### src/rtl/pipeline_controller_if.sv
// Control/data bundle between the fetch/microcode side and pipeline_controller.
// The perf-counter outputs exist only when PIPELINE_CTRL_PERF_EN is defined.
interface pipeline_controller_if #(
  parameter int PC_WIDTH = 30,
  parameter int MC_WIDTH = 22,
  parameter int ID_WIDTH = 25,
  parameter int STAGES   = 4
);
  logic                         clk_enable;
  logic [MC_WIDTH-1:0]          microcode_s0;
  logic [ID_WIDTH-1:0]          instruction_data_si;
  logic [2:0]                   cmp_op_s0;
  logic                         mem_in_use_s1;
  logic                         jump_if_branch_s2;
  logic                         data_dep;
  logic [31:0]                  reg_out_a;
  logic [31:0]                  reg_out_b;
  logic [PC_WIDTH-1:0]          jmp_addr;
  logic [PC_WIDTH-1:0]          pc;
  logic [PC_WIDTH-1:0]          pc_s0;
  logic [PC_WIDTH-1:0]          ret_addr;
  logic [(STAGES-1)*MC_WIDTH-1:0] microcode_s;
  logic [STAGES*ID_WIDTH-1:0]   instruction_data_s;
  logic [STAGES-1:0]            valid_s;
  logic                         squash_s0;
`ifdef PIPELINE_CTRL_PERF_EN
  logic [31:0]                  perf_stall_cycles;
  logic [31:0]                  perf_redirects;
`endif

  // Upstream side: drives decoded control and operands, observes the pipeline.
  modport master (
    output clk_enable, microcode_s0, instruction_data_si, cmp_op_s0,
           mem_in_use_s1, jump_if_branch_s2, data_dep, reg_out_a, reg_out_b, jmp_addr,
    input  pc, pc_s0, ret_addr, microcode_s, instruction_data_s, valid_s, squash_s0
`ifdef PIPELINE_CTRL_PERF_EN
    , input perf_stall_cycles, perf_redirects
`endif
  );

  // Controller side.
  modport slave (
    input  clk_enable, microcode_s0, instruction_data_si, cmp_op_s0,
           mem_in_use_s1, jump_if_branch_s2, data_dep, reg_out_a, reg_out_b, jmp_addr,
    output pc, pc_s0, ret_addr, microcode_s, instruction_data_s, valid_s, squash_s0
`ifdef PIPELINE_CTRL_PERF_EN
    , output perf_stall_cycles, perf_redirects
`endif
  );
endinterface

### src/rtl/pipeline_controller.sv
// pipeline_controller: program counter, PC/microcode/instruction-data pipeline,
// branch compare/resolve and hazard squashing for an STAGES-deep pipeline.
// Optional macro PIPELINE_CTRL_PERF_EN adds saturating stall/redirect counters.
module pipeline_controller #(
  parameter int PC_WIDTH   = 30,
  parameter int MC_WIDTH   = 22,
  parameter int ID_WIDTH   = 25,
  parameter int STAGES     = 4,
  parameter int BR_SQUASH  = 4,
  parameter int DEP_SQUASH = 3,
  parameter int MEM_TAP    = 3,
  parameter logic [PC_WIDTH-1:0] RESET_PC = '0
) (
  input  logic clk,
  input  logic rst_n,
  pipeline_controller_if.slave bus
);
  localparam int BR_W  = (BR_SQUASH  > 1) ? $clog2(BR_SQUASH)  : 1;
  localparam int DEP_W = (DEP_SQUASH > 1) ? $clog2(DEP_SQUASH) : 1;
  localparam logic [BR_W-1:0]  BR_LOAD  = BR_W'(BR_SQUASH - 1);
  localparam logic [DEP_W-1:0] DEP_LOAD = DEP_W'(DEP_SQUASH - 1);

  // Branch condition evaluation; unused codes never take.
  function automatic logic cmp_eval(input logic [2:0] op, input logic [31:0] a,
                                    input logic [31:0] b);
    logic r;
    case (op)
      3'd0:    r = 1'b0;
      3'd1:    r = (a == b);
      3'd2:    r = (a != b);
      3'd3:    r = ($signed(a) <  $signed(b));
      3'd4:    r = ($signed(a) >= $signed(b));
      3'd5:    r = (a <  b);
      3'd6:    r = (a >= b);
      3'd7:    r = 1'b1;
      default: r = 1'b0;
    endcase
    return r;
  endfunction

  logic [PC_WIDTH-1:0] pc_r, pc_sf_r, pc_s0_r, pc_s1_r, pc_s2_r;
  logic                branch_r;
  logic [BR_W-1:0]     br_cnt_r;
  logic [DEP_W-1:0]    dep_cnt_r;
  logic [MEM_TAP-1:0]  mem_sr_r;
  logic [STAGES-1:0][ID_WIDTH-1:0] id_r;   // index 0 = s0
  logic [STAGES-2:0][MC_WIDTH-1:0] mc_r;   // index 0 = s1
  logic [STAGES-1:0]   valid_r;

  logic                branch_s;
  logic                taken_s;
  logic                squash_s;
  logic [PC_WIDTH-1:0] pc_next_s;

  // Compare, squash combine and next-PC selection (redirect > replay > hold > increment).
  always_comb begin
    branch_s  = cmp_eval(bus.cmp_op_s0, bus.reg_out_a, bus.reg_out_b);
    taken_s   = bus.jump_if_branch_s2 & branch_r;
    squash_s  = bus.data_dep | (dep_cnt_r != '0) | branch_r | (br_cnt_r != '0) |
                mem_sr_r[MEM_TAP-1];
    pc_next_s = pc_r;
    if (taken_s) begin
      pc_next_s = bus.jmp_addr;
    end else if (bus.data_dep) begin
      pc_next_s = pc_s1_r;
    end else if (bus.mem_in_use_s1) begin
      pc_next_s = pc_r;
    end else begin
      pc_next_s = pc_r + PC_WIDTH'(1);
    end
  end

  // PC chain, compare result and squash windows.
  always_ff @(posedge clk) begin
    if (!rst_n) begin
      pc_r      <= RESET_PC;
      pc_sf_r   <= RESET_PC;
      pc_s0_r   <= RESET_PC;
      pc_s1_r   <= RESET_PC;
      pc_s2_r   <= RESET_PC;
      branch_r  <= 1'b0;
      br_cnt_r  <= '0;
      dep_cnt_r <= '0;
      mem_sr_r  <= '0;
    end else if (bus.clk_enable) begin
      pc_r      <= pc_next_s;
      pc_sf_r   <= pc_r;
      pc_s0_r   <= pc_sf_r;
      pc_s1_r   <= pc_s0_r;
      pc_s2_r   <= pc_s1_r;
      branch_r  <= branch_s;
      // A new event reloads the window rather than extending it.
      br_cnt_r  <= branch_r ? BR_LOAD :
                   ((br_cnt_r != '0) ? br_cnt_r - BR_W'(1) : '0);
      dep_cnt_r <= bus.data_dep ? DEP_LOAD :
                   ((dep_cnt_r != '0) ? dep_cnt_r - DEP_W'(1) : '0);
      mem_sr_r  <= MEM_TAP'({mem_sr_r, bus.mem_in_use_s1});
    end
  end

  // Stage payload: s0 capture, bubble insertion at s0->s1, plain delay beyond.
  always_ff @(posedge clk) begin
    if (!rst_n) begin
      id_r    <= '0;
      mc_r    <= '0;
      valid_r <= '0;
    end else if (bus.clk_enable) begin
      id_r[0]    <= bus.instruction_data_si;
      valid_r[0] <= 1'b1;
      id_r[1]    <= squash_s ? '0 : id_r[0];
      mc_r[0]    <= squash_s ? '0 : bus.microcode_s0;
      valid_r[1] <= ~squash_s & valid_r[0];
      for (int k = 2; k < STAGES; k++) begin
        id_r[k]    <= id_r[k-1];
        mc_r[k-1]  <= mc_r[k-2];
        valid_r[k] <= valid_r[k-1];
      end
    end
  end

  assign bus.pc                 = pc_r;
  assign bus.pc_s0              = pc_s0_r;
  assign bus.ret_addr           = pc_s2_r;
  assign bus.microcode_s        = mc_r;
  assign bus.instruction_data_s = id_r;
  assign bus.valid_s            = valid_r;
  assign bus.squash_s0          = squash_s;

`ifdef PIPELINE_CTRL_PERF_EN
  logic [31:0] perf_stall_r;
  logic [31:0] perf_redir_r;

  // Saturating counts of blocked cycles and taken redirects.
  always_ff @(posedge clk) begin
    if (!rst_n) begin
      perf_stall_r <= 32'd0;
      perf_redir_r <= 32'd0;
    end else if (bus.clk_enable) begin
      if (squash_s && (perf_stall_r != 32'hFFFF_FFFF)) perf_stall_r <= perf_stall_r + 32'd1;
      if (taken_s && (perf_redir_r != 32'hFFFF_FFFF))  perf_redir_r <= perf_redir_r + 32'd1;
    end
  end

  assign bus.perf_stall_cycles = perf_stall_r;
  assign bus.perf_redirects    = perf_redir_r;
`endif
endmodule
### src/flat_wrapper.sv
// flat-port wrapper written by rule: the top's interface ports become plain ports
module pipeline_controller_flat 
#(
  parameter int PC_WIDTH   = 30,
  parameter int MC_WIDTH   = 22,
  parameter int ID_WIDTH   = 25,
  parameter int STAGES     = 4,
  parameter int BR_SQUASH  = 4,
  parameter int DEP_SQUASH = 3,
  parameter int MEM_TAP    = 3,
  parameter logic [PC_WIDTH-1:0] RESET_PC = '0
)
  (clk, rst_n, bus_clk_enable, bus_microcode_s0, bus_instruction_data_si, bus_cmp_op_s0, bus_mem_in_use_s1, bus_jump_if_branch_s2, bus_data_dep, bus_reg_out_a, bus_reg_out_b, bus_jmp_addr, bus_pc, bus_pc_s0, bus_ret_addr, bus_microcode_s, bus_instruction_data_s, bus_valid_s, bus_squash_s0);
  pipeline_controller_if #(.PC_WIDTH(PC_WIDTH), .MC_WIDTH(MC_WIDTH), .ID_WIDTH(ID_WIDTH), .STAGES(STAGES)) bus_i ();
  input  logic clk;
  input  logic rst_n;
  input wire logic [$bits(bus_i.clk_enable)-1:0] bus_clk_enable;
  input wire logic [$bits(bus_i.microcode_s0)-1:0] bus_microcode_s0;
  input wire logic [$bits(bus_i.instruction_data_si)-1:0] bus_instruction_data_si;
  input wire logic [$bits(bus_i.cmp_op_s0)-1:0] bus_cmp_op_s0;
  input wire logic [$bits(bus_i.mem_in_use_s1)-1:0] bus_mem_in_use_s1;
  input wire logic [$bits(bus_i.jump_if_branch_s2)-1:0] bus_jump_if_branch_s2;
  input wire logic [$bits(bus_i.data_dep)-1:0] bus_data_dep;
  input wire logic [$bits(bus_i.reg_out_a)-1:0] bus_reg_out_a;
  input wire logic [$bits(bus_i.reg_out_b)-1:0] bus_reg_out_b;
  input wire logic [$bits(bus_i.jmp_addr)-1:0] bus_jmp_addr;
  output wire logic [$bits(bus_i.pc)-1:0] bus_pc;
  output wire logic [$bits(bus_i.pc_s0)-1:0] bus_pc_s0;
  output wire logic [$bits(bus_i.ret_addr)-1:0] bus_ret_addr;
  output wire logic [$bits(bus_i.microcode_s)-1:0] bus_microcode_s;
  output wire logic [$bits(bus_i.instruction_data_s)-1:0] bus_instruction_data_s;
  output wire logic [$bits(bus_i.valid_s)-1:0] bus_valid_s;
  output wire logic [$bits(bus_i.squash_s0)-1:0] bus_squash_s0;
  assign bus_i.clk_enable = bus_clk_enable;
  assign bus_i.microcode_s0 = bus_microcode_s0;
  assign bus_i.instruction_data_si = bus_instruction_data_si;
  assign bus_i.cmp_op_s0 = bus_cmp_op_s0;
  assign bus_i.mem_in_use_s1 = bus_mem_in_use_s1;
  assign bus_i.jump_if_branch_s2 = bus_jump_if_branch_s2;
  assign bus_i.data_dep = bus_data_dep;
  assign bus_i.reg_out_a = bus_reg_out_a;
  assign bus_i.reg_out_b = bus_reg_out_b;
  assign bus_i.jmp_addr = bus_jmp_addr;
  assign bus_pc = bus_i.pc;
  assign bus_pc_s0 = bus_i.pc_s0;
  assign bus_ret_addr = bus_i.ret_addr;
  assign bus_microcode_s = bus_i.microcode_s;
  assign bus_instruction_data_s = bus_i.instruction_data_s;
  assign bus_valid_s = bus_i.valid_s;
  assign bus_squash_s0 = bus_i.squash_s0;
  pipeline_controller #(.PC_WIDTH(PC_WIDTH), .MC_WIDTH(MC_WIDTH), .ID_WIDTH(ID_WIDTH), .STAGES(STAGES), .BR_SQUASH(BR_SQUASH), .DEP_SQUASH(DEP_SQUASH), .MEM_TAP(MEM_TAP), .RESET_PC(RESET_PC)) u_core (.clk(clk), .rst_n(rst_n), .bus(bus_i));
endmodule
### config.mk
export PLATFORM = sky130hd
export DESIGN_NAME = pipeline_controller_flat
export DESIGN_NICKNAME = d
export VERILOG_FILES = /design/src/rtl/pipeline_controller_if.sv /design/src/rtl/pipeline_controller.sv /design/src/flat_wrapper.sv
export SDC_FILE = /design/constraint.sdc
export NUM_CORES = 1
export LEC_CHECK = 0
export CORE_MARGIN = 5
export CORE_UTILIZATION = 43
export CTS_BUF_LIST = sky130_fd_sc_hd__clkbuf_4 sky130_fd_sc_hd__clkbuf_8 sky130_fd_sc_hd__clkbuf_16
export CTS_CLUSTER_DIAMETER = 30
export CTS_CLUSTER_SIZE = 10
export DETAILED_ROUTE_END_ITERATION = 8
export PLACE_DENSITY = 0.73
export REMOVE_ABC_BUFFERS = 1
export SLEW_MARGIN = 5
export SYNTH_ARGS = -nofsm -noshare
export SYNTH_HDL_FRONTEND = slang
export SYNTH_SLANG_ARGS = --single-unit
### constraint.sdc
create_clock -name clk -period 2.1 [get_ports clk]
set_input_delay 0.21 -clock clk [delete_from_list [all_inputs] [get_ports clk]]
set_output_delay 0.21 -clock clk [all_outputs]
set_load 0.005 [all_outputs]
* Word-level counts from Yosys, hierarchy flattened
Cells that the tools add are included.
** Cells by class
- Magnitude comparators :: 4
- Bitwise gates (word level) :: 7
- Reductions and logical operators :: 4
- Multiplexer cells :: 10
- Equality and inequality tests :: 10
- Add/sub/neg operators :: 3
** Operators by type and width (count)
- two-way mux 30 bit :: 3
- >= comparator 32 bit :: 2
- less-than comparator 32 bit :: 2
- == test 32 bit :: 1
- inequality test 32 bit :: 1
- adder 30 x 1 -> 30 bit, second input constant :: 1
- two-way mux 25 bit :: 1
- two-way mux 22 bit :: 1
- == test 3 bit, second input constant :: 4
- two-way mux 2 bit :: 4
- one-hot mux 1 bit (8 select lines) :: 1
- == test 3 x 2 -> 1 bit, second input constant :: 2
- bitwise OR 1 bit :: 4
- nonzero test 2 bit :: 2
- subtractor 2 x 1 -> 2 bit, second input constant :: 2
- == test 3 x 1 -> 1 bit, second input constant :: 1
- zero test 3 bit :: 1
- inequality test 3 x 1 -> 1 bit, second input constant :: 1
- bitwise AND 1 bit :: 2
- AND reduction 2 bit :: 1
- inverter 1 bit :: 1
** Word-level totals
- Bits in registers :: 328
- Output and inout bits :: 261
- Word-level logic and storage cells :: 55

* Logic depth before layout (Yosys ltp)
Gate-level depths: netlist (run 1).
- Word-level depth :: 7
- Gate-level depth with buffers :: 8
- Mapped depth without buffers :: 8

* Worst setup path before layout (run 1)
No wires, ideal clock.
- Path kind :: input to register
- Start :: in bus_reg_out_b[31]
- End :: reg u_core.branch_r
- Stages on the path :: 8
- Buffers on the path :: 0
- Required time :: 1960 ps
- Setup slack :: 44 ps
- Arrival :: 1916 ps
- Path through :: inv_1 ha_1 nand4_1 or4_1 nor4_1 and4b_1 o311ai_0 o211ai_1
** On the way
- Word-level cells in the longest chain between the ends :: 2
** Ends and longest elaborated chain
- start, declared :: RTL line flat_wrapper.sv:25 : input wire logic [$bits(bus_i.reg_out_b)-1:0] bus_reg_out_b;
- >= comparator 32 bit, or another cell as far along :: RTL line pipeline_controller.sv:34 : 3'd6: r = (a >= b);
- one-hot mux 1 bit (8 select lines) (*) :: RTL line pipeline_controller.sv:27 : case (op)
- end signal, assigned :: RTL line pipeline_controller.sv:91 : branch_r <= branch_s;
- end, declared :: RTL line pipeline_controller.sv:42 : logic branch_r;
Every way passes the cells marked *; elsewhere a longest branch is shown, timed or not.
A chain may end at the register's enable or synchronous reset.

* Final worst setup path (run 1)
- Start :: in bus_reg_out_b[27]
- End :: reg u_core.branch_r
The elaborated chain is that of the path after synthesis.

==> results of run 1 <==
worst reg2reg max path: cells and delay by family (launching register included):
kind / cells / cell delay [ns]
AND/OR/NAND/NOR: 4 / 1.25
AO/OA/AOI/OAI: 2 / 0.36
flip-flops: 1 / 0.33
cells by family (layout without fill, tap and decap cells):
group | Yosys count | count (layout) | synth area share
XOR/XNOR | 19 | 19 | 0.01170
buffers and inverters | 145 | 654 | 0.03913
AND/OR/NAND/NOR | 489 | 489 | 0.1919
AO/OA/AOI/OAI | 195 | 195 | 0.08952
adder cells (fa/ha/maj) | 33 | 33 | 0.02902
multiplexers | 252 | 252 | 0.1773
flip-flops | 328 | 328 | 0.4615
area by class of cell:
type	count	area, um2	share of cell area
Sequential cell	328	6568	0.3013
Multi-Input combinational cell	988	7152	0.3281
Inverter	42	157.7	0.007233
Timing Repair Buffer	482	4775	0.2191
Clock buffer	82	1884	0.08645
Tap cell	442	553.0	0.02537
Clock inverter	48	706.9	0.03243
worst paths after layout:
| kind | from | to | slack [ns] | cells after the start |
|---|---|---|---|---|
| hold / removal | bus_clk_enable | u_core.bus.ret_addr[20]$_SDFFE_PN0P_ | 0.08 | 3 |
| setup reg to reg | u_core.bus.pc[12]$_SDFFE_PN0P_ | u_core.bus.pc[27]$_SDFFE_PN0P_ | 0.08 | 6 |
| hold reg to reg | u_core.bus.microcode_s[0]$_SDFFE_PN0P_ | u_core.bus.microcode_s[0]$_SDFFE_PN0P_ | 0.49 | 2 |
| setup / recovery | bus_reg_out_b[27] | u_core.branch_r$_SDFFE_PN0P_ | 0.04 | 9 |
what timing repair did:
| item | CTS | global route |
|---|---|---|
| endpoints found under the setup margin | 1 | 6 |
| buffers inserted | 1 | 1 |
| gates resized for setup | 2 | 8 |
| cloned | 0 | 0 |
| hold endpoints to repair | 0 | 0 |
| pin swaps | 1 | 3 |
power by group through the flow:
stage,sequential [uW],combinational (uW),clock [uW]
3_3_place_gp,6630,1720,0
2_1_floorplan,6640,609,0
5_1_grt,6540,1890,12400
3_5_place_dp,6640,1740,0
6_report,6520,1750,11800
4_1_cts,6520,1760,12000
stage by stage:
step | cells | total power [uW] | setup TNS, ns
global placement | 2280 | 8345 | -0.4653
CTS | 2411 | 20310 | 0
detailed placement | 2280 | 8377 | -0.5209
floorplan | 1358 | 7252 | -31.57
finish | 2412 | 20120 | 0
global route | 2412 | 20810 | -0.09164
cells in the mapped netlist, drive strengths merged, types with 6 or more instances:
master  count
o211ai     16
nand2     100
and3       11
buf        27
nand3      72
a21boi     55
xor2        7
o21ai      46
ha         33
a21oi      46
nand4      18
dfxtp     328
mux2i     252
nor4        8
a21o        8
nor3        7
o211a       6
inv        42
nor2       13
xnor2      12
clkbuf     76
nor2b     245
registers in the layout (all words and copies together) (netlist names):
signal / count
u_core.bus.valid_s: 4
u_core.pc_sf_r: 30
u_core.mem_sr_r: 3
u_core.dep_cnt_r: 2
u_core.branch_r: 1
u_core.br_cnt_r: 2
u_core.pc_s1_r: 30
u_core.bus.instruction_data_s: 100
u_core.bus.pc_s0: 30
u_core.bus.pc: 30
u_core.bus.microcode_s: 66
u_core.bus.ret_addr: 30
metal layers:
metal	track usage	routed length, um	vias to the layer above
li1	-	-	5958
met1	0.2710	17910	5703
met3	0.05453	2795	93
met5	0	19	-
met4	0.09558	1550	4
met2	0.3918	21410	369
==> metrics, run 1 <==
crit path time final=2.057 ns; clock share of power=0.589; clock sinks=328; count of different cell masters after synthesis=49; Rows=66; Rel. slew slack=0.5795; largest net degree at the start of global routing=82; CP Launch Type=input pin; Final setup viols=0; Critical Path AT=2.47 ns; initial antenna violation count=2; Logic pwr share=0.087; CTS tree=built; sw power=4727 uW; WS Path Type=in2reg; CTS Root Buffer Type=clkbuf_16; Pint=15400 uW; number of synthesized flops with an enable pin=0; status=finished clean; routed wire length=43.68 mm; asr flop ratio synth=0; PwrDens=923.3 nW/um2; period utilization=0.9794; Clock Pin Slew Worst Setup and Hold Paths=0.05 ns; worst-skew pair later-pin latency=0.56 ns; max-slew violations=0; routed length per instance=18.11 um; Critical Path, Cell by Cell=clkdlybuf4s50_1 -> inv_1 -> ha_1 -> nand4_1 -> or4_4 -> nor4_2 -> and4b_1 -> o311ai_0 -> o211ai_1; layout cells sized above 1=0.1127; GP Congestion=0.8457; first-pass GRT wire length=67.54 mm; Residual DRC=0; Die Footprint=36830 um2; worst-margin pin slew=0.6307 ns; register area share after synthesis=0.4615; Peak VDD IR=0.0006597 V; slowest stage cell, crit path=or4_4; total grt overflow=0; data required time of the worst path=2.51 ns; CP Max Fanout=4; TritonRoute pass-1 iters=5; number of global-route vias before repair=12440; clock skew=0.01834 ns; Area growth, synth to finish=53.18%; CTS buffer count=71; total number of H-tree levels=3; Final #Nets=2096; total number of yosys warnings=0; commonest non-fill, non-tap cells in the layout=clkdlybuf4s50_1 (407), dfxtp_1 (327), mux2i_1 (252); die height=191.9 um; Die X=191.9 um; Most used DFF post-synth=dfxtp_1; port bufs=410; post-synth top area share=0.4615; Critical path buffers and inverters=2; Final Hold Viols=0; Initial Utilization=0.4362; Layout Utilization=0.6682; IO Count=411; crit path capture type=register; Min Hold Slack=0.07579 ns; Core Area=32620 um2; average cell area after synthesis=9.739 um2; CTS max path bufs=3; commonest non-fill, non-tap cell in the layout=clkdlybuf4s50_1; register bit total from synthesis=328; Hold-fix buffers, CTS=0; Mapped Area=14230 um2; max frequency=486.2 MHz; RSZ-0062 raised after global routing=true; Diodes inserted=0; final instance area=21800 um2; final antenna-violating net count=0; max cap viols=0; Cells after Synth=1461; Vias/cell=5.028; Total GRT Usage=0.2273; placed inst area=19160 um2; hpwl dp=30.90 mm; vias post-DR=12130; Worst Hold Class=in2reg; final setup margin=0.04317 ns; Starting DRT DRC Count=633; CP peak stage delay=0.58 ns; Placement Setup Slack=-0.5176 ns; Synth area leader=dfxtp_1; Flop pwr share=0.324; Fillers=2552; Pleak=0.008678 uW; Sw Share=0.2349; family with the most delay on the worst path=simple AND/OR/NAND/NOR gates; top post-synthesis cells by area=dfxtp_1 (46%), mux2i_1 (18%), nor2b_1 (11%)
(Power assumes the default switching activity.)
==> inputs of run 2 (changes only) <==
--- a/config.mk
+++ b/config.mk
@@ -7,7 +7,6 @@
 export LEC_CHECK = 0
 export CORE_MARGIN = 5
 export CORE_UTILIZATION = 43
-export CTS_BUF_LIST = sky130_fd_sc_hd__clkbuf_4 sky130_fd_sc_hd__clkbuf_8 sky130_fd_sc_hd__clkbuf_16
 export CTS_CLUSTER_DIAMETER = 30
 export CTS_CLUSTER_SIZE = 10
 export DETAILED_ROUTE_END_ITERATION = 8
==> run 2 against run 1 <==
Sequential share of layout area about the same. Critical endpoint unchanged. Non-clock buffer count unchanged. Die area unchanged. Via count down 0.25%. Worst hold slack gained 0.0032 ns. Sequential power is essentially flat. Critical path depth unchanged. Clock skew rose by 0.00076 ns. Combinational power about the same. Routed wire length about the same. Maximum frequency hardly changed. Worst setup slack got worse by 0.00085 ns.
==> metrics, run 2 (synthesis gave the netlist of run 1 again) <==
crit path capture type=register; family with the most delay on the worst path=simple AND/OR/NAND/NOR gates; max reg flops=100 (unchanged); Starting DRT DRC Count=646 (+2.1%); data required time of the worst path=2.51 ns (about the same); crit path time final=2.058 ns (+0.0008487 ns); hold_sp=bus_clk_enable; Critical Path, Cell by Cell=clkdlybuf4s50_1 -> inv_1 -> ha_1 -> nand4_1 -> or4_4 -> nor4_2 -> and4b_1 -> o311ai_0 -> o211ai_1; Initial Utilization=0.4362 (unchanged); routed wire length=43.64 mm (about the same); worst r2r path cells=6 (unchanged); clock sinks=328 (unchanged); max frequency=486.0 MHz (about the same); Sw Share=0.2357 (+0.0008000); max cap viols=0 (unchanged); Rel. slew slack=0.5744 (-0.005120); Critical Path AT=2.47 ns (about the same); Clock Pin Slew Worst Setup and Hold Paths=0.05 ns (about the same); worst-margin pin slew=0.6384 ns (+0.007680 ns); Rows=66 (unchanged); IO Count=411 (unchanged); Final Hold Viols=0 (unchanged); Core Area=32620 um2 (unchanged); CTS tree=built; Residual DRC=0 (unchanged); Pleak=0.008655 uW (-0.28%); setup tns final=0 ns (unchanged); Layout Utilization=0.6674 (-0.0008060); Vias/cell=5.015 (-0.25%); commonest non-fill, non-tap cell in the layout=clkdlybuf4s50_1; FF-to-FF setup slack=0.09 ns (about the same); CTS max path bufs=3 (unchanged); WS Path Type=in2reg; sw power=4720 uW (-0.15%); CP Launch Type=input pin; vias post-DR=12100 (-0.25%); Critical path buffers and inverters=2 (unchanged); routed length per instance=18.09 um (about the same); commonest non-fill, non-tap cells in the layout=clkdlybuf4s50_1 (407), dfxtp_1 (327), mux2i_1 (252); first-pass GRT wire length=67.61 mm (+0.10%); layout cells sized above 1=0.1091 (-0.003553); number of global-route vias before repair=12460 (+0.12%); worst-skew pair later-pin latency=0.56 ns (about the same); Logic pwr share=0.088 (about the same); Final setup viols=0 (unchanged); status=finished clean; port bufs=410 (unchanged); CP peak stage delay=0.58 ns (about the same); Flop pwr share=0.326 (+0.002); CTS buffer count=71 (unchanged); GP Congestion=0.8457 (unchanged); final antenna-violating net count=0 (unchanged); hpwl dp=30.90 mm (unchanged); Diodes inserted=0 (unchanged); period utilization=0.9798 (about the same); Final #Nets=2096 (unchanged); RSZ-0062 raised after global routing=true; Area growth, synth to finish=53.00%; worst reg2reg startpoint=u_core.bus.pc[12]$_SDFFE_PN0P_; Worst Hold Depth=3 (unchanged); overall power=20030 uW (-0.48%); total number of H-tree levels=3 (unchanged); Pint=15310 uW (-0.59%); FF-to-FF End=u_core.bus.pc[27]$_SDFFE_PN0P_; total grt overflow=0 (unchanged); die height=191.9 um (unchanged); largest net degree at the start of global routing=82 (unchanged); Worst Hold Class=in2reg; PwrDens=919.9 nW/um2 (-0.36%); clock share of power=0.587 (-0.002); TritonRoute pass-1 iters=5 (unchanged); clock skew=0.01910 ns (+0.0007638 ns); Total GRT Usage=0.2276 (+0.0002397); WHS Endpoint=u_core.bus.ret_addr[20]$_SDFFE_PN0P_; CTS Root Buffer Type=clkbuf_16; Die Footprint=36830 um2 (unchanged); CP Max Fanout=4 (unchanged); max-slew violations=0 (unchanged); Fillers=2558 (+0.24%); CP Depth=9 (unchanged); slowest stage cell, crit path=or4_4; initial antenna violation count=2 (unchanged); Peak VDD IR=0.0006595 V (about the same); Die X=191.9 um (unchanged)
==> run 2: cell counts in the layout (fill, tap and decap cells not counted) <==
Identical to the previous run, type by type.
==> run 2: area by class of cell <==
type	count	area (um2)	area share
repair buffers	482	4775	0.2193
inverters	42	157.7	0.007242
flip-flops and latches	328	6568	0.3017
multi-input cells	988	7152	0.3285
clock buffers	82	1858	0.08535
clock inverters	48	706.9	0.03247
well taps	442	553.0	0.02540
==> run 2: repair_timing <==
| item | CTS | global route |
|---|---|---|
| setup buffers | 1 | 1 |
| setup endpoints to repair | 1 | 6 |
| gates resized for setup | 2 | 8 |
| hold buffers | 0 | 0 |
| pin swaps | 1 | 3 |
| endpoints found under the hold margin | 0 | 0 |
==> run 2: power groups by stage <==
| stage | sequential, uW | combinational, uW | clock (uW) |
|---|---|---|---|
| after detailed placement | 6640 | 1740 | 0 |
| after global placement | 6630 | 1720 | 0 |
| final | 6520 | 1750 | 11700 |
| after floorplan | 6640 | 609 | 0 |
| after global routing | 6540 | 1890 | 12300 |
| after CTS | 6520 | 1760 | 11900 |
==> run 2: how the worst max path moves through the flow <==
stage | slack [ns] | startpoint | end
floorplan | -1.21 | u_core.branch_r$_SDFFE_PN0P_ | u_core.bus.pc[17]$_SDFFE_PN0P_
finish | 0.04 | bus_reg_out_b[27] | u_core.branch_r$_SDFFE_PN0P_
detailed placement | -0.52 | bus_reg_out_b[29] | u_core.branch_r$_SDFFE_PN0P_
global route | -0.09 | bus_reg_out_b[26] | u_core.branch_r$_SDFFE_PN0P_
global placement | -0.47 | bus_reg_out_b[31] | u_core.branch_r$_SDFFE_PN0P_
CTS | 0.03 | u_core.bus.pc[7]$_SDFFE_PN0P_ | u_core.bus.pc[27]$_SDFFE_PN0P_
==> run 2: per-stage QoR <==
stage	std cells	setup WS, ns	instance area (um2)	hold WS, ns
after floorplan	1358	-1.214	13830	0.2994
after detailed placement	2280	-0.5176	19160	0.4789
after CTS	2411	0.02888	21730	0.05342
after global placement	2280	-0.4653	19160	0.4617
after global routing	2412	-0.09164	21770	0.08126
final	2412	0.04232	21770	0.07898
==> run 2: worst register-to-register path, stage by stage (launching register included) <==
cell and delay [ns]:
dfxtp_1 0.33, and4_1 0.35, nand4_4 0.16, or3_4 0.42, or3_1 0.32, a31o_1 0.24
a21oi_2 0.12
==> run 2: routing by layer <==
layer	wire length (um)	part of all wire	global-route usage	vias up
met5	19	0.00044	0	-
met4	1577	0.036	0.09751	4
met3	2808	0.064	0.05453	92
met2	21400	0.49	0.3917	369
met1	17840	0.41	0.2711	5678
li1	-	-	-	5954
==> inputs of run 3 (changes only) <==
--- a/config.mk
+++ b/config.mk
@@ -7,10 +7,11 @@
 export LEC_CHECK = 0
 export CORE_MARGIN = 5
 export CORE_UTILIZATION = 43
+export CTS_BUF_LIST = sky130_fd_sc_hd__clkbuf_16
 export CTS_CLUSTER_DIAMETER = 30
 export CTS_CLUSTER_SIZE = 10
 export DETAILED_ROUTE_END_ITERATION = 8
-export PLACE_DENSITY = 0.73
+export PLACE_DENSITY = 0.86
 export REMOVE_ABC_BUFFERS = 1
 export SLEW_MARGIN = 5
 export SYNTH_ARGS = -nofsm -noshare
==> run 3 against run 2 <==
Count of clock-buffer cells in the layout is 13 lower. Clock power is 9% lower. Design area is 1.2% lower. Sequential share of layout area is 0.35 points higher. Combinational power hardly changed. Critical endpoint is now u_core.bus.pc[26]$_SDFFE_PN0P_. First-iteration DRC count is 19% higher. Utilization is 0.77 points lower. Via count is 3.5% higher.
==> metrics, run 3 (synthesis gave the netlist of run 1 again) <==
status=finished clean; CP peak stage delay=0.34 ns (-0.24 ns); largest net degree at the start of global routing=78 (-4.9%); worst-skew pair later-pin latency=0.56 ns (about the same); total grt overflow=0 (unchanged); gr busiest metal=met2; final antenna-violating net count=0 (unchanged); slowest stage cell, crit path=dfxtp_1; Hold-fix buffers, CTS=0 (unchanged); routed length per instance=18.57 um (+2.6%); total number of H-tree levels=3 (unchanged); routed wire length=44.60 mm (+2.2%); vias post-DR=12520 (+3.5%); final cell count without fillers=2402 (-0.41%); CP Launch Type=register; CTS max path bufs=3 (unchanged); Rows=66 (unchanged); number of global-route vias before repair=13010 (+4.5%); commonest non-fill, non-tap cell in the layout=clkdlybuf4s50_1; Fillers=2339 (-8.6%); dpl cells=2280 (unchanged); Diodes inserted=0 (unchanged); commonest non-fill, non-tap cells in the layout=clkdlybuf4s50_1 (407), dfxtp_1 (328), mux2i_1 (252); met1 Usage GRT=0.2690 (-0.002048); crit path capture type=register; max-slew violations=0 (unchanged); Core Area=32620 um2 (unchanged); Vias/cell=5.214 (+4.0%); Area growth, synth to finish=51.23%; max frequency=492.3 MHz (+1.3%); WS Path Type=reg2reg; Residual DRC=0 (unchanged); first-pass GRT wire length=69.52 mm (+2.8%); worst-margin pin slew=0.4738 ns (-0.1646 ns); PwrDens=879.1 nW/um2 (-4.4%); initial antenna violation count=2 (unchanged); max cap viols=0 (unchanged); crit path time final=2.031 ns (-0.02633 ns); Critical Path AT=2.50 ns (+0.03 ns); Die Footprint=36830 um2 (unchanged); clock sinks=328 (unchanged); GP Congestion=0.8337 (-1.4%); Die X=191.9 um (unchanged); Rel. slew slack=0.6841 (+0.1097); routing usage on met2=0.4057 (+0.01400); layout cells sized above 1=0.1041 (-0.005055); Critical Path, Cell by Cell=ha_1 -> and3_1 -> buf_4 -> and3_2 -> nand4_1 -> or3_1 -> a41oi_1; Min Hold Slack=0.09267 ns (+0.01370 ns); Starting DRT DRC Count=769 (+19%); CTS Root Buffer Type=clkbuf_16; CTS tree=built; period utilization=0.9673 (-0.01254); Final setup viols=0 (unchanged); Final Hold Viols=0 (unchanged); CTS buffer count=67 (-5.6%); Clock Pin Slew Worst Setup and Hold Paths=0.05 ns (about the same); IO Count=411 (unchanged); port bufs=410 (unchanged); hpwl dp=30.52 mm (-1.2%); Worst Hold Class=in2reg; die height=191.9 um (unchanged); Peak VDD IR=0.0007541 V (+14%); max reg flops=100 (unchanged); TritonRoute pass-1 iters=5 (unchanged); RSZ-0062 raised after global routing=false; Final #Nets=2090 (-0.29%); data required time of the worst path=2.57 ns (+0.06 ns); Layout Utilization=0.6597 (-0.007710); grt met3 use=0.06052 (+0.005998); Initial Utilization=0.4362 (unchanged); Pleak=0.008549 uW (-1.2%); CP Max Fanout=6 (+2); clock skew=0.01917 ns (+0.00007090 ns); Total GRT Usage=0.2335 (+0.005984)
-- run 3: metrics by stage --
stage | area, um2 | setup TNS (ns) | setup slack [ns] | total power [uW]
after floorplan | 13830 | -31.57 | -1.214 | 7252
after global placement | 19120 | -0.4083 | -0.4083 | 8312
after detailed placement | 19120 | -0.5803 | -0.5622 | 8367
after CTS | 21420 | 0 | 0.01220 | 19020
after global routing | 21520 | 0 | 0.003401 | 19530
final | 21520 | 0 | 0.06865 | 18920
-- run 3: repair_timing --
item,CTS,global route
setup buffers,0,0
pin swaps,0,5
gates resized for setup,1,20
endpoints found under the setup margin,1,7
endpoints found under the hold margin,0,0
-- run 3: final timing paths --
kind | cells past startpoint | startpoint | slack (ns) | endpoint
min | 2 | bus_clk_enable | 0.09 | u_core.br_cnt_r[0]$_SDFFE_PN0P_
min reg2reg | 2 | u_core.bus.instruction_data_s[34]$_SDFFE_PN0P_ | 0.49 | u_core.bus.instruction_data_s[34]$_SDFFE_PN0P_
max | 7 | u_core.bus.pc[0]$_SDFFE_PN0P_ | 0.07 | u_core.bus.pc[26]$_SDFFE_PN0P_
max reg2reg | 7 | u_core.bus.pc[0]$_SDFFE_PN0P_ | 0.07 | u_core.bus.pc[26]$_SDFFE_PN0P_
-- run 3: layout make-up --
cell class	count	area (um2)	area share
repair buffers	480	4722	0.2194
well taps	442	553.0	0.02570
clock inverters	53	573.1	0.02663
inverters	42	157.7	0.007326
multi-input cells	988	7219	0.3355
flip-flops and latches	328	6566	0.3052
clock buffers	69	1727	0.08024
-- run 3: critical path, delay by kind of cell, from the launching register on --
kind | cells | cell delay, ns
adders and majority gates | 1 | 0.22
and+or+nand+nor | 4 | 0.97
AOI/OAI and AO/OA | 1 | 0.23
DFF | 1 | 0.34
buffers and inverters | 1 | 0.20
-- run 3: per-layer routing --
metal  wire length [um]  vias up
li1                   -     5952
met4               1893        4
met2              22420      490
met3               3090      119
met1              17170     5958
met5                 34        -
-- run 3: power breakdown --
part / leakage [uW] / internal (uW) / total, uW / switching [uW]
logic: 0.00477 / 957 / 1770 / 810
clock network: 0.00112 / 7120 / 10600 / 3510
registers: 0.00266 / 6390 / 6530 / 134
total: 0.00855 / 14500 / 18900 / 4450
